$ cat config.mk
export PLATFORM = sky130hd
export DESIGN_NAME = pc_sequencer_flat
export DESIGN_NICKNAME = d
export VERILOG_FILES = /design/src/rtl/pc_sequencer_if.sv /design/src/rtl/pc_sequencer.sv /design/src/flat_wrapper.sv
export SDC_FILE = /design/constraint.sdc
export NUM_CORES = 1
export LEC_CHECK = 0
export ABC_CLOCK_PERIOD_IN_PS = 2100
export BUFFER_PORTS_ARGS = -buffer_cell sky130_fd_sc_hd__clkbuf_2
export CAP_MARGIN = 0
export CORE_ASPECT_RATIO = 1.4
export CORE_MARGIN = 1.5
export CORE_UTILIZATION = 48
export DETAILED_ROUTE_END_ITERATION = 8
export GPL_TIMING_DRIVEN = 0
export PLACE_DENSITY = 0.78
export RECOVER_POWER = 100
export SYNTH_ARGS = -nofsm -noshare
export SYNTH_HDL_FRONTEND = slang
export SYNTH_SLANG_ARGS = --single-unit
$ cat constraint.sdc
create_clock -name Clk -period 2.1 [get_ports Clk]
set_input_delay 0.42 -clock Clk [delete_from_list [all_inputs] [get_ports Clk]]
set_output_delay 0.42 -clock Clk [all_outputs]
set_load 0.02 [all_outputs]
$ cat src/rtl/pc_sequencer_if.sv
// Fetch/execute sequencer bus: decoder and ALU status in, program counter and strobes out.
// The sequencer takes the slave side; the ROM/decoder side takes the master side.
interface pc_sequencer_if #(
  parameter int PW = 10
);
  logic          Start;
  logic [8:0]    Instr;
  logic          Branch;
  logic          FlagWrite;
  logic [2:0]    Flag;
  logic          LoadOp;
  logic          StatusEn;
  logic          Zero;
  logic          Neg;
  logic [PW-1:0] Target;
  logic [PW-1:0] ProgCtr;
  logic          FetchEn;
  logic          ExecEn;
  logic          Done;

  modport master (
    output Start, Instr, Branch, FlagWrite, Flag, LoadOp, StatusEn, Zero, Neg, Target,
    input  ProgCtr, FetchEn, ExecEn, Done
  );

  modport slave (
    input  Start, Instr, Branch, FlagWrite, Flag, LoadOp, StatusEn, Zero, Neg, Target,
    output ProgCtr, FetchEn, ExecEn, Done
  );
endinterface

$ cat src/rtl/pc_sequencer.sv
// Program counter and FETCH -> EXEC (-> WAIT) sequencer for the 9-bit core.
// Holds the sbf* branch condition and Z/N status; resolves b and raises Done on halt.
module pc_sequencer #(
  parameter int            PW       = 10,
  parameter logic [PW-1:0] START_PC = '0,
  parameter logic [8:0]    HALT_OP  = 9'h1FF
) (
  input logic          Clk,
  input logic          Reset,
  pc_sequencer_if.slave bus
);

  typedef enum logic [2:0] {
    S_IDLE,
    S_FETCH,
    S_EXEC,
    S_WAIT,
    S_DONE
  } state_t;

  localparam logic [2:0] COND_NE = 3'd0;
  localparam logic [2:0] COND_EQ = 3'd1;
  localparam logic [2:0] COND_LT = 3'd2;
  localparam logic [2:0] COND_LE = 3'd3;
  localparam logic [2:0] COND_JP = 3'd4;

  state_t        state, state_nx;
  logic [PW-1:0] pc, pc_nx, pc_inc;
  logic [2:0]    cond, cond_nx;
  logic          z, z_nx;
  logic          n, n_nx;
  logic          fetch_en, exec_en, done;
  logic          taken;
  logic          restart;

  assign pc_inc  = pc + PW'(1);
  assign restart = bus.Start && (state inside {S_FETCH, S_EXEC, S_WAIT});

  // Codes 5-7 can be latched by sbf* but never select a taken branch.
  always_comb begin
    case (cond)
      COND_NE: taken = ~z;
      COND_EQ: taken = z;
      COND_LT: taken = n;
      COND_LE: taken = n | z;
      COND_JP: taken = 1'b1;
      default: taken = 1'b0;
    endcase
  end

  always_comb begin
    // NOTE: every signal written here is defaulted first so no path leaves one unassigned (no latch).
    state_nx = state;
    pc_nx    = pc;
    cond_nx  = cond;
    z_nx     = z;
    n_nx     = n;
    fetch_en = 1'b0;
    exec_en  = 1'b0;
    done     = 1'b0;

    case (state)
      S_IDLE: begin
        if (bus.Start) begin
          state_nx = S_FETCH;
          pc_nx    = START_PC;
        end
      end
      S_FETCH: begin
        fetch_en = 1'b1;
        state_nx = S_EXEC;
      end
      S_EXEC: begin
        if (bus.Instr == HALT_OP) begin
          state_nx = S_DONE;
        end else if (bus.LoadOp) begin
          state_nx = S_WAIT;
        end else begin
          exec_en  = 1'b1;
          state_nx = S_FETCH;
          if (bus.Branch && bus.FlagWrite) begin
            cond_nx = bus.Flag;
            pc_nx   = pc_inc;
          end else if (bus.Branch && taken) begin
            pc_nx = bus.Target;
          end else begin
            pc_nx = pc_inc;
          end
        end
      end
      S_WAIT: begin
        exec_en  = 1'b1;
        pc_nx    = pc_inc;
        state_nx = S_FETCH;
      end
      S_DONE: begin
        done = 1'b1;
        if (bus.Start) begin
          state_nx = S_FETCH;
          pc_nx    = START_PC;
        end
      end
      default: state_nx = S_IDLE;
    endcase

    if (exec_en && bus.StatusEn) begin
      z_nx = bus.Zero;
      n_nx = bus.Neg;
    end

    // A restart squashes the instruction in flight: no strobe and no flag/status side effects.
    if (restart) begin
      state_nx = S_FETCH;
      pc_nx    = START_PC;
      cond_nx  = cond;
      z_nx     = z;
      n_nx     = n;
      exec_en  = 1'b0;
    end
  end

  // NOTE: state registers use non-blocking assignments so every flop samples pre-edge values.
  always_ff @(posedge Clk or negedge Reset) begin
    if (!Reset) begin
      state <= S_IDLE;
      pc    <= START_PC;
      cond  <= COND_JP;
      z     <= 1'b0;
      n     <= 1'b0;
    end else begin
      state <= state_nx;
      pc    <= pc_nx;
      cond  <= cond_nx;
      z     <= z_nx;
      n     <= n_nx;
    end
  end

  assign bus.ProgCtr = pc;
  assign bus.FetchEn = fetch_en;
  assign bus.ExecEn  = exec_en;
  assign bus.Done    = done;

endmodule

$ cat src/flat_wrapper.sv
// flat-port wrapper written by rule: the top's interface ports become plain ports
module pc_sequencer_flat 
#(
  parameter int            PW       = 10,
  parameter logic [PW-1:0] START_PC = '0,
  parameter logic [8:0]    HALT_OP  = 9'h1FF
)
  (Clk, Reset, bus_Start, bus_Instr, bus_Branch, bus_FlagWrite, bus_Flag, bus_LoadOp, bus_StatusEn, bus_Zero, bus_Neg, bus_Target, bus_ProgCtr, bus_FetchEn, bus_ExecEn, bus_Done);
  pc_sequencer_if #(.PW(PW)) bus_i ();
  input logic Clk;
  input logic Reset;
  input wire logic [$bits(bus_i.Start)-1:0] bus_Start;
  input wire logic [$bits(bus_i.Instr)-1:0] bus_Instr;
  input wire logic [$bits(bus_i.Branch)-1:0] bus_Branch;
  input wire logic [$bits(bus_i.FlagWrite)-1:0] bus_FlagWrite;
  input wire logic [$bits(bus_i.Flag)-1:0] bus_Flag;
  input wire logic [$bits(bus_i.LoadOp)-1:0] bus_LoadOp;
  input wire logic [$bits(bus_i.StatusEn)-1:0] bus_StatusEn;
  input wire logic [$bits(bus_i.Zero)-1:0] bus_Zero;
  input wire logic [$bits(bus_i.Neg)-1:0] bus_Neg;
  input wire logic [$bits(bus_i.Target)-1:0] bus_Target;
  output wire logic [$bits(bus_i.ProgCtr)-1:0] bus_ProgCtr;
  output wire logic [$bits(bus_i.FetchEn)-1:0] bus_FetchEn;
  output wire logic [$bits(bus_i.ExecEn)-1:0] bus_ExecEn;
  output wire logic [$bits(bus_i.Done)-1:0] bus_Done;
  assign bus_i.Start = bus_Start;
  assign bus_i.Instr = bus_Instr;
  assign bus_i.Branch = bus_Branch;
  assign bus_i.FlagWrite = bus_FlagWrite;
  assign bus_i.Flag = bus_Flag;
  assign bus_i.LoadOp = bus_LoadOp;
  assign bus_i.StatusEn = bus_StatusEn;
  assign bus_i.Zero = bus_Zero;
  assign bus_i.Neg = bus_Neg;
  assign bus_i.Target = bus_Target;
  assign bus_ProgCtr = bus_i.ProgCtr;
  assign bus_FetchEn = bus_i.FetchEn;
  assign bus_ExecEn = bus_i.ExecEn;
  assign bus_Done = bus_i.Done;
  pc_sequencer #(.PW(PW), .START_PC(START_PC), .HALT_OP(HALT_OP)) u_core (.Clk(Clk), .Reset(Reset), .bus(bus_i));
endmodule
After elaboration in Yosys (flattened, before gate mapping). Cells that the tools add are included. Widths: inputs -> output; s select.

Muxes and demuxes: 19. Bitwise operators: 5. Reductions and logical operators: 12. $add $sub $neg: 1. Equality and inequality tests: 12.

Operators by type and width (count): $mux 10 (6); $pmux 10 s3 (1); $eq 3x2->1 const B (4); $pmux 3 s4 (1); $add 10x1->10 const B (1); $eq 9x9->1 const B (1); $mux 3 (3); $eq 3x1->1 const B (2); $eq 3x3->1 const B (2); $logic_not 3->1 (2); $ne 3x2->1 const B (2); $mux 1 (5); $pmux 1 s5 (1); $reduce_and 5->1 (1); $logic_and 1x1->1 (4); $not 1->1 (4); $reduce_and 4->1 (1); $reduce_bool 4->1 (1); $ne 3x1->1 const B (1); $reduce_bool 3->1 (1); $mux 2 (1); $pmux 1 s2 (1); $reduce_and 2->1 (1); $reduce_or 2->1 (1); $or 1x1->1 (1).

Register bits: 18. Output and inout bits: 13.

Depth between registers and ports, before layout. Gate-level depths: netlist (run 1).

Depth after elaboration: 9. Mapped depth: 7. Depth with buffers taken out: 7.

Least setup slack after synthesis (run 1). Ideal clock, no wire load.

Path type: in2reg. Start: in bus_Instr[7]. End: reg u_core.n. Stages: 6. Required time: 1975 ps. Slack: 244 ps. Arrival time: 1731 ps. Setup time: 125 ps. Cell sequence: nand4_1 -> or3_1 -> a21oi_1 -> nor3_1 -> nand2_1 -> mux2_2.

Longest elaborated chain between the ends: 5.

Ends and longest elaborated chain: start: declaration (line flat_wrapper.sv:13) `input wire logic [$bits(bus_i.Instr)-1:0] bus_Instr;`; $eq 9x9->1 (line pc_sequencer.sv:74) `if (bus.Instr == HALT_OP) begin`; $mux 1 (line pc_sequencer.sv:74); $pmux 1 s2 (line pc_sequencer.sv:62) `case (state)`; $logic_and 1x1->1 (line pc_sequencer.sv:106) `if (exec_en && bus.StatusEn) begin`; $reduce_and 2->1 (no source line); end signal: assignment (line pc_sequencer.sv:135) `n <= n_nx;`; end: declaration (line pc_sequencer.sv:31) `logic n, n_nx;`.

Every way passes these cells. A chain may end at the register's enable or synchronous reset.

Worst setup path in the final report (run 1).
Start: reg u_core.state[2]. End: out bus_ExecEn.

Longest elaborated chain between the ends: 4. Elaborated cells between the ends (all ways): 7. Those cells by class: eq/ne (3); mux (2); reduce/logical (2).

Ends and longest elaborated chain: start: declaration (line pc_sequencer.sv:27) `state_t state, state_nx;`; start signal: assignment (line pc_sequencer.sv:131) `state <= state_nx;`; $eq 3x1->1 / $eq 3x2->1 (equally long branches) (line pc_sequencer.sv:37, pc_sequencer.sv:62); $reduce_bool 3->1 (line pc_sequencer.sv:37) `assign restart = bus.Start && (state inside {S_FETCH, S_EXEC, S_WAIT});`; $logic_and 1x1->1 (line pc_sequencer.sv:37); $mux 1 (*) (line pc_sequencer.sv:112) `if (restart) begin`; end: declaration (line flat_wrapper.sv:24) `output wire logic [$bits(bus_i.ExecEn)-1:0] bus_ExecEn;`.

Every way passes the cells marked *; elsewhere a longest branch is shown, timed or not.

==> summary.md, run 1 <==
| Metric | Value |
|---|---|
| Syn Area/Cell | 9.92 um^2 |
| Clock latency on the worst-skew pair | about 0.3 ns |
| WP data arrival | 1.56 ns |
| Fmax | approximately 500 MHz |
| Syn Inst Count | 120 |
| Critical path's slowest cell | dfrtp_1 |
| Hold_buf cts | 0 |
| Area occupied by multi-input gates | ~700 um^2 |
| DRT Wirelength | roughly 2700 um |
| Port Buffer Count | 43 |
| DPL Wire Length | about 2200 um |
| Die Ht | between 60 and 70 um |
| Commonest non-fill, non-tap cell in the layout | clkbuf_2 |
| Max stage delay on crit path | about 0.4 ns |
| EDFF count, synth | 0 |
| Slew Limit Headroom | 0.348 |
| Clock Sinks | 18 |
| Final setup fails | 0 |
| Most used DFF post-synth | dfrtp_1 |
| Crit Path Max Fanout | 10 |
| CTS root buf | clkbuf_4 |
| Maxcap violations | 0 |
| Vias in the first global route | roughly 1100 |
| Post-cts resize count | 0 |
| Outcome | completed |
| Core Area | roughly 2400 um^2 |
| DR WL/cell | approximately 14 um |
| Final Hold Fails | 0 |
| Largest net degree at the start of global routing | 19 |
| Synth Cell Area | 1190 um^2 |
| Postcts setup bufs | 0 |
| Total CTS buffers | 3 |
| Synth warn | 0 |
| DRC | 0 |
| Area growth syn-to-layout | 21.1% |
| Antenna cell count | 0 |
| Share of cells above drive strength 1 | 0.323 |
| Worst Slack Setup Final | 0.119 ns |
| TritonRoute pass-1 iters | 5 |
| Total gr overflow | 0 |
| Clk buf depth | 2 |
| First-pass GRT wire length | about 4400 um |
| Synth cell types | 51 |
| Static Leak | between 0.0006 and 0.0007 uW |
| Actual slew at the worst max-slew pin | between 0.9 and 1 ns |
| ANT nets after route | 0 |
| Pwr Density | around 640 nW/um^2 |
| Kind of critical path | register to output pin |
| Total negative setup slack | 0 ns |
| Ys async rst share | 1.00 |
| Synthesis-stage register bit count | 18 |
| Total track usage | 0.219 |
| Critical path startpoint category | register |
| Final worst-path cycle share | 0.943 |
| Width of the die | roughly 45 um |
| DR vias | ~1200 |
| DP Area | 1430 um^2 |
| RSZ-0062 raised after global routing | no |
| I/O Pins | 44 |
| Cell area after layout | roughly 1400 um^2 |
| Min-delay worst type | primary input to asynchronous set/reset pin |
| Rows | 21 |
| Fin crit period | just under 2 ns |
| Final #Nets | 200 |
| Starting density of the core | 0.503 |
| Worst Clk Skew | about 0.0082 ns |
| Detailed Route Iter0 Violations | 30 |
| CTS HTree Levels | 1 |
| CTS tree | done |
| VDD IR max | roughly 0.00047 V |
| Die ar. | between 2000 and 3000 um^2 |
| Commonest non-fill, non-tap cells in the layout | 31 x clkbuf_2, 17 x dfrtp_1, 13 x nand2_1 |
| Final Non-Filler Cells | 190 |
| Post-synthesis sequential area ratio | 0.380 |
| Routability congestion estimate | a little under 0.9 |
| Critical path cell sequence | buf_2 > nand2b_1 > nor3_1 > clkbuf_2 |
| Placed insts | between 150 and 200 |
| Vias per inst | about 6.1 |
| Layout fillers | 209 |
| Pre-CTS setup slack | about 0.11 ns |
| Antenna violations before repair | 0 |
| Worst-path clk slew | about 0.11 ns |
| FF+latch area | 452 um^2 |
| Mapped Nets | around 150 |
| Worst Setup End Kind | output pin |
| Fin. max-slew vios | 0 |
| Worst EP required | 1.68 ns |
==> metrics by stage <==
stage          power (uW)  hold slack (ns)  utilization
3_5_place_dp          725            0.393        0.606
3_3_place_gp          715            0.382        0.606
2_1_floorplan         625            0.124            -
5_1_grt               986            0.320        0.610
4_1_cts               948           0.0513        0.622
6_report              928            0.242        0.610
==> flip-flops by register name, indices dropped and copies added (netlist names) <==
signal	count
u_core.state	3
u_core.z	1
u_core.cond	3
u_core.bus.ProgCtr	10
u_core.n	1
==> critical path: cells and delay by family (launching register included) <==
kind | cells | cell delay, ns
DFF | 1 | 0.39
buffers and inverters | 2 | 0.42
and+or+nand+nor | 2 | 0.44
==> logic make-up after synthesis <==
logic type,synth area share
and+or+nand+nor,0.304
AOI/OAI and AO/OA,0.231
DFF,0.380
buffers and inverters,0.0200
muxes,0.0473
xor gates and xnor gates,0.00736
adders and majority gates,0.0105
==> area by class of cell <==
cell class | count | area share
multi-input cells | 96 | 0.486
repair buffers | 43 | 0.139
flip-flops and latches | 18 | 0.313
well taps | 23 | 0.0200
clock buffers | 4 | 0.0252
plain buffers | 1 | 0.00347
inverters | 5 | 0.0130
==> cell usage after synthesis (all sizes together) (2+ instances only) <==
cell	instances	area, um^2
dfrtp	17	425
nand2	15	66.3
nand3	9	57.6
nor2	6	22.5
a21oi	5	28.8
mux2	5	56.3
nor3	5	35.0
o21ai	5	25.0
a221o	4	41.3
and3	4	25.0
inv	4	15.0
nand2b	4	25.0
nand4	4	25.0
nor3b	3	33.8
o311ai	3	26.3
a211oi	2	15.0
a221oi	2	35.0
nor2b	2	15.0
nor4	2	27.5
==> metal layers <==
layer,part of all wire,global-route usage,vias up
met2,0.52,0.412,55
met4,0.024,0.168,0
li1,-,-,562
met5,0,0,-
met1,0.39,0.203,533
met3,0.064,0.0376,6
==> report_power, final <==
| group | switching, uW | internal, uW | total, uW | leakage (uW) |
|---|---|---|---|---|
| clock | 116 | 106 | 222 | 0.0000210 |
| sequential | 49.4 | 393 | 443 | 0.000233 |
| combinational | 154 | 109 | 264 | 0.000384 |
| total | 320 | 609 | 928 | 0.000639 |
==> worst paths after layout <==
kind                       slack (ns)  cells past startpoint             from                    end
max                              0.12                      4  u_core.state[2]             bus_ExecEn
min                              0.24                      1            Reset        u_core.state[1]
max reg2reg                      0.14                      6  u_core.state[0]  u_core.bus.ProgCtr[9]
min reg2reg                      0.52                      1   u_core.cond[0]         u_core.cond[0]
max in group asynchronous        1.27                      1            Reset         u_core.cond[0]
min in group Clk                 0.32                      3    bus_Target[5]  u_core.bus.ProgCtr[5]
Note: power is estimated with default switching activity, not from simulation.
==> run 2: changes to the inputs <==
--- a/config.mk
+++ b/config.mk
@@ -5,7 +5,7 @@
 export SDC_FILE = /design/constraint.sdc
 export NUM_CORES = 1
 export LEC_CHECK = 0
-export ABC_CLOCK_PERIOD_IN_PS = 2100
+export ABC_CLOCK_PERIOD_IN_PS = 2000
 export BUFFER_PORTS_ARGS = -buffer_cell sky130_fd_sc_hd__clkbuf_2
 export CAP_MARGIN = 0
 export CORE_ASPECT_RATIO = 1.4
==> constraint.sdc (replaced) <==
create_clock -name Clk -period 2 [get_ports Clk]
set_input_delay 0.4 -clock Clk [delete_from_list [all_inputs] [get_ports Clk]]
set_output_delay 0.4 -clock Clk [all_outputs]
set_load 0.02 [all_outputs]
==> run 2 against run 1 <==
Net effect:
- worst setup slack got worse by 0.078 ns
- register-to-register slack got worse by 0.098 ns
- sequential power increased by 5.4%
- first-iteration DRC count decreased by 6.7%
==> summary.md, run 2 (synthesized netlist as in run 1, its figures left out) <==
| Metric | Value |
|---|---|
| Outcome | completed (unchanged) |
| ANT nets after route | 0 (unchanged) |
| Pwr Density | 666 nW/um^2 (was 644 nW/um^2) |
| DRT Wirelength | 2910 um (was 2720 um) |
| Sequential share of power | 0.461 (was 0.477) |
| VDD IR max | 0.000517 V (was 0.000468 V) |
| Max stage delay on crit path | 0.39 ns (about the same) |
| Commonest non-fill, non-tap cells in the layout | 31 x clkbuf_2, 16 x dfrtp_1, 13 x nand2_1 (was 31 x clkbuf_2, 17 x dfrtp_1, 13 x nand2_1) |
| Antenna cell count | 0 (unchanged) |
| P_sw | 358 uW (was 320 uW) |
| Static Leak | 0.000669 uW (was 0.000639 uW) |
| Final setup fails | 0 (unchanged) |
| Total track usage | 0.218 (was 0.219) |
| Starting density of the core | 0.503 (unchanged) |
| Vias per inst | 6.11 (was 6.08) |
| Total negative setup slack | 0 ns (unchanged) |
| Worst EP required | 2.19 ns (was 1.68 ns) |
| Area growth syn-to-layout | 27.8% (was 21.1%) |
| Placed insts | 186 (unchanged) |
| Layout fillers | 201 (was 209) |
| Worst-path clk slew | 0.12 ns (was 0.11 ns) |
| TritonRoute pass-1 iters | 4 (was 5) |
| CTS root buf | clkbuf_4 (unchanged) |
| Largest net degree at the start of global routing | 19 (unchanged) |
| Final #Nets | 204 (was 200) |
| Number of flip-flops in the largest register | 10 (unchanged) |
| Comb pwr share | 0.306 (was 0.284) |
| Final Non-Filler Cells | 194 (was 190) |
| Share of cells above drive strength 1 | 0.357 (was 0.323) |
| Worst Setup End Kind | register (was output pin) |
| DPL Wire Length | 2160 um (unchanged) |
| Antenna violations before repair | 0 (unchanged) |
| Clock Power Share | 0.233 (was 0.239) |
| Clk buf depth | 2 (unchanged) |
| Fmax | 511 MHz |
| Min Hold Slack | 0.219 ns (was 0.242 ns) |
| Width of the die | 45.1 um (unchanged) |
| Worst Clk Skew | 0.0115 ns (was 0.00824 ns) |
| Min-delay worst type | primary input to asynchronous set/reset pin (unchanged) |
| Clock latency on the worst-skew pair | 0.31 ns (was 0.30 ns) |
| Maxcap violations | 0 (unchanged) |
| Die ar. | 2790 um^2 (unchanged) |
| First-pass GRT wire length | 4410 um (was 4430 um) |
| WP data arrival | 2.15 ns (was 1.56 ns) |
| Detailed Route Iter0 Violations | 28 (was 30) |
| Cell mode on critical path | nand2b_1 |
| Rows | 21 (unchanged) |
| DR WL/cell | 15.0 um (was 14.3 um) |
| Die Ht | 61.9 um (unchanged) |
| Delay-heaviest family, CP | simple AND/OR/NAND/NOR gates (unchanged) |
| Routability congestion estimate | 0.882 (unchanged) |
| Sw frac | 0.354 (was 0.345) |
| Total CTS buffers | 3 (unchanged) |
| Fin. max-slew vios | 0 (unchanged) |
| DR vias | 1186 (was 1156) |
| Final worst-path cycle share | 0.979 |
| I/O Pins | 44 (unchanged) |
| Critical path startpoint category | register (unchanged) |
| Hold_buf cts | 0 (unchanged) |
| Port Buffer Count | 43 (unchanged) |
| Core Area | 2360 um^2 (unchanged) |
| CTS tree | done (unchanged) |
| P_int | 654 uW (was 609 uW) |
| Clock Sinks | 18 (unchanged) |
| Critical path's slowest cell | dfrtp_1 (unchanged) |
| Crit Path Max Fanout | 10 (unchanged) |
| Total gr overflow | 0 (unchanged) |
| Commonest non-fill, non-tap cell in the layout | clkbuf_2 (unchanged) |
| RSZ-0062 raised after global routing | yes (was no) |
| DRC | 0 (unchanged) |
| Actual slew at the worst max-slew pin | 0.986 ns (was 0.977 ns) |
| CTS HTree Levels | 1 (unchanged) |
| Final Hold Fails | 0 (unchanged) |
| Critical path cell sequence | buf_2 > nand2b_1 > nand2b_1 > nor3b_4 > buf_4 > a221o_1 (was buf_2 > nand2b_1 > nor3_1 > clkbuf_2) |
| Vias in the first global route | 1132 (was 1141) |
| Kind of critical path | register to register (was register to output pin) |
| Slew Limit Headroom | 0.343 (was 0.348) |
| WP buf/inv | 2 (unchanged) |
| Fin crit period | ~2.0 ns |
run 2: cell types whose count changed in the layout (fill, tap and decap cells not counted), sizes merged:
cell | previous run | this run
buf | 1 | 5
run 2: timing repair:
action	4_1_cts	5_1_grt
gates resized for setup	1	4
pin swaps	0	4
setup endpoints to repair	1	8
endpoints found under the hold margin	0	0
setup buffers	0	4
run 2: layout make-up:
class	count	area, um^2	share of cell area
timing repair buffer	47	230	0.151
inverter	5	18.8	0.0123
sequential	18	453	0.298
multi-input combinational	96	748	0.492
buffer	1	5.00	0.00329
clock buffer	4	36.3	0.0239
tap	23	28.8	0.0189
run 2: through the flow:
stage | cell area (um^2) | setup slack [ns] | util | power (uW)
after floorplan | 1190 | 0.164 | - | 656
after global placement | 1430 | 0.0501 | 0.606 | 751
after detailed placement | 1430 | 0.0270 | 0.606 | 761
after CTS | 1480 | 0.0560 | 0.624 | 996
after global routing | 1520 | -0.0245 | 0.643 | 1070
final | 1520 | 0.0416 | 0.643 | 1010
run 2: final timing paths:
check	startpoint	endpoint	slack, ns	cells after the start
hold / removal	Reset	u_core.state[1]	0.22	1
hold reg to reg	u_core.cond[0]	u_core.cond[0]	0.52	1
max in group asynchronous	Reset	u_core.state[0]	1.13	1
setup reg to reg	u_core.state[2]	u_core.bus.ProgCtr[4]	0.04	6
min in group Clk	bus_Target[5]	u_core.bus.ProgCtr[5]	0.30	3
setup / recovery	u_core.state[2]	u_core.bus.ProgCtr[4]	0.04	6
run 2: layer usage:
layer | GRT usage | part of all wire
met1 | 0.203 | 0.39
met2 | 0.414 | 0.54
met3 | 0.0318 | 0.050
met4 | 0.164 | 0.017
met5 | 0 | 0
run 2: power groups by stage:
stage | logic, uW | clock network [uW] | registers, uW
after floorplan | 167 | 0 | 489
after global placement | 281 | 0 | 470
after detailed placement | 288 | 0 | 473
after CTS | 290 | 240 | 466
after global routing | 341 | 253 | 476
final | 310 | 235 | 467
==> run 3: changes to the inputs <==
--- a/config.mk
+++ b/config.mk
@@ -5,15 +5,15 @@
 export SDC_FILE = /design/constraint.sdc
 export NUM_CORES = 1
 export LEC_CHECK = 0
-export ABC_CLOCK_PERIOD_IN_PS = 2000
+export ABC_CLOCK_PERIOD_IN_PS = 1600
 export BUFFER_PORTS_ARGS = -buffer_cell sky130_fd_sc_hd__clkbuf_2
 export CAP_MARGIN = 0
 export CORE_ASPECT_RATIO = 1.4
 export CORE_MARGIN = 1.5
-export CORE_UTILIZATION = 48
+export CORE_UTILIZATION = 44
 export DETAILED_ROUTE_END_ITERATION = 8
 export GPL_TIMING_DRIVEN = 0
-export PLACE_DENSITY = 0.78
+export PLACE_DENSITY = 0.75
 export RECOVER_POWER = 100
 export SYNTH_ARGS = -nofsm -noshare
 export SYNTH_HDL_FRONTEND = slang
==> constraint.sdc (replaced) <==
create_clock -name Clk -period 1.6 [get_ports Clk]
set_input_delay 0.32 -clock Clk [delete_from_list [all_inputs] [get_ports Clk]]
set_output_delay 0.32 -clock Clk [all_outputs]
set_load 0.02 [all_outputs]
==> run 3 against run 2 <==
Net effect:
- clock skew is 0.0059 ns lower
- sequential share of layout area is 7.2 points lower
- register-to-register slack got worse by 0.31 ns
- largest cell class unchanged
- the run now ends with setup timing left
==> summary.md, run 3 (synthesized netlist as in run 1, its figures left out) <==
| Metric | Value |
|---|---|
| Total CTS buffers | 3 (unchanged) |
| Maxcap violations | 0 (unchanged) |
| Pwr Density | 755 nW/um^2 (was 666 nW/um^2) |
| First-pass GRT wire length | 6110 um (was 4410 um) |
| Final #Nets | 228 (was 204) |
| Min-delay worst type | primary input to register (was primary input to asynchronous set/reset pin) |
| Vias in the first global route | 1371 (was 1132) |
| Fin crit period | 1.87 ns (was 1.96 ns) |
| WP data arrival | 2.08 ns (was 2.15 ns) |
| Static Leak | 0.000902 uW (was 0.000669 uW) |
| Outcome | complete, but fails checks (was completed) |
| Kind of critical path | register to register (unchanged) |
| Number of flip-flops in the largest register | 10 (unchanged) |
| Rows | 22 (was 21) |
| Core Area | 2590 um^2 (was 2360 um^2) |
| Failing checks | setup timing |
| Slew Limit Headroom | 0.316 (was 0.343) |
| I/O Pins | 44 (unchanged) |
| R2R cell count | 6 (unchanged) |
| Min Hold Slack | 0.199 ns (was 0.219 ns) |
| Routability congestion estimate | 0.868 (was 0.882) |
| Critical path startpoint category | register (unchanged) |
| CTS root buf | clkbuf_4 (unchanged) |
| ANT nets after route | 0 (unchanged) |
| Commonest non-fill, non-tap cells in the layout | 39 x clkbuf_2, 14 x buf_6, 14 x buf_4 (was 31 x clkbuf_2, 16 x dfrtp_1, 13 x nand2_1) |
| Vias per inst | 5.76 (was 6.11) |
| Clock Sinks | 18 (unchanged) |
| DR WL/cell | 17.3 um (was 15.0 um) |
| CTS HTree Levels | 1 (unchanged) |
| Antenna cell count | 0 (unchanged) |
| Antenna violations before repair | 0 (unchanged) |
| Total gr overflow | 0 (unchanged) |
| Clk buf depth | 2 (unchanged) |
| Worst hold stages | 3 |
| Cell area after layout | 2020 um^2 (was 1520 um^2) |
| Worst Clk Skew | 0.00554 ns (was 0.0115 ns) |
| Width of the die | 47.0 um (was 45.1 um) |
| Final worst-path cycle share | 1.17 (was 0.979) |
| DRT Wirelength | 3990 um (was 2910 um) |
| Share of cells above drive strength 1 | 0.646 (was 0.357) |
| DRC | 0 (unchanged) |
| Area growth syn-to-layout | 70.1% (was 27.8%) |
| Layout fillers | 183 (was 201) |
| Detailed Route Iter0 Violations | 55 (was 28) |
| Power Total | 1530 uW (was 1010 uW) |
| Worst-path clk slew | 0.12 ns (about the same) |
| Worst Setup End Kind | register (unchanged) |
| VDD IR max | 0.000740 V (was 0.000517 V) |
| Fmax | 536 MHz (was 511 MHz) |
| Starting density of the core | 0.460 (was 0.503) |
| Die Ht | 64.5 um (was 61.9 um) |
| RSZ-0062 raised after global routing | yes (unchanged) |
| Worst EP required | 1.81 ns (was 2.19 ns) |
| Port Buffer Count | 43 (unchanged) |
| Die ar. | 3030 um^2 (was 2790 um^2) |
| Clock latency on the worst-skew pair | 0.33 ns (was 0.31 ns) |
| DP Area | 1500 um^2 (was 1430 um^2) |
| DR vias | 1330 (was 1186) |
| Placed insts | 199 (was 186) |
| DPL Wire Length | 2170 um (was 2160 um) |
| Fin. max-slew vios | 0 (unchanged) |
| Final setup fails | 15 (was 0) |
| Worst Slack Setup Final | -0.266 ns (was 0.0416 ns) |
| Largest net degree at the start of global routing | 19 (unchanged) |
| Final Hold Fails | 0 (unchanged) |
| Commonest non-fill, non-tap cell in the layout | clkbuf_2 (unchanged) |
| Crit Path Max Fanout | 5 (was 10) |
| Actual slew at the worst max-slew pin | 1.03 ns (was 0.986 ns) |
| Total track usage | 0.278 (was 0.218) |
| Final Non-Filler Cells | 231 (was 194) |
| CTS tree | done (unchanged) |
| TritonRoute pass-1 iters | 4 (unchanged) |
| Total negative setup slack | -2.77 ns (was 0 ns) |
[run 3: layout make-up]
cell class | instances | area (um^2) | share of cell area
Multi-Input combinational cell | 96 | 942 | 0.465
Timing Repair Buffer | 71 | 504 | 0.249
Sequential cell | 18 | 457 | 0.226
Tap cell | 36 | 45.0 | 0.0222
Clock buffer | 4 | 36.3 | 0.0179
Inverter | 5 | 28.8 | 0.0142
Buffer | 1 | 11.3 | 0.00556
[run 3: path summary, 6_finish.rpt]
| path | start | to | slack [ns] |
|---|---|---|---|
| setup / recovery | u_core.state[1] | u_core.bus.ProgCtr[8] | -0.27 |
| hold / removal | bus_Target[6] | u_core.bus.ProgCtr[6] | 0.20 |
| setup reg to reg | u_core.state[1] | u_core.bus.ProgCtr[8] | -0.27 |
| hold reg to reg | u_core.bus.ProgCtr[9] | u_core.bus.ProgCtr[9] | 0.55 |
| max in group asynchronous | Reset | u_core.state[0] | 0.25 |
| min in group asynchronous | Reset | u_core.bus.ProgCtr[3] | 0.67 |
[run 3: worst max-delay path: stages (launching register included)]
cell,delay (ns)
dfrtp_2,0.47
nor2b_4,0.17
o41ai_4,0.39
o32ai_4,0.19
buf_6,0.17
a221oi_2,0.27
nor2_1,0.08
[run 3: what timing repair did]
item                                    in CTS  in global routing
resized for setup                           54                 14
endpoints found under the hold margin       17                  0
hold buffers                                 1                  0
pin swaps                                   23                  5
buffers inserted                            22                  8
endpoints found under the setup margin      15                 17
[run 3: where the power goes]
part	switching, uW	internal (uW)
clock	173	140
sequential	80.2	519
combinational	306	311
total	559	970
[run 3: metrics by stage]
stage	util	setup slack [ns]
floorplan	-	-0.0919
global placement	0.578	-0.267
detailed placement	0.578	-0.333
CTS	0.752	-0.224
global route	0.782	-0.342
finish	0.782	-0.266
[run 3: metal layers]
layer  vias up  track usage  share of wire  wire, um
met2        68        0.493           0.53      2120
met3        11       0.0223          0.058       230
met5         -            0              0         0
met1       637        0.304           0.38      1510
met4         0        0.149          0.032       129
li1        614            -              -         -
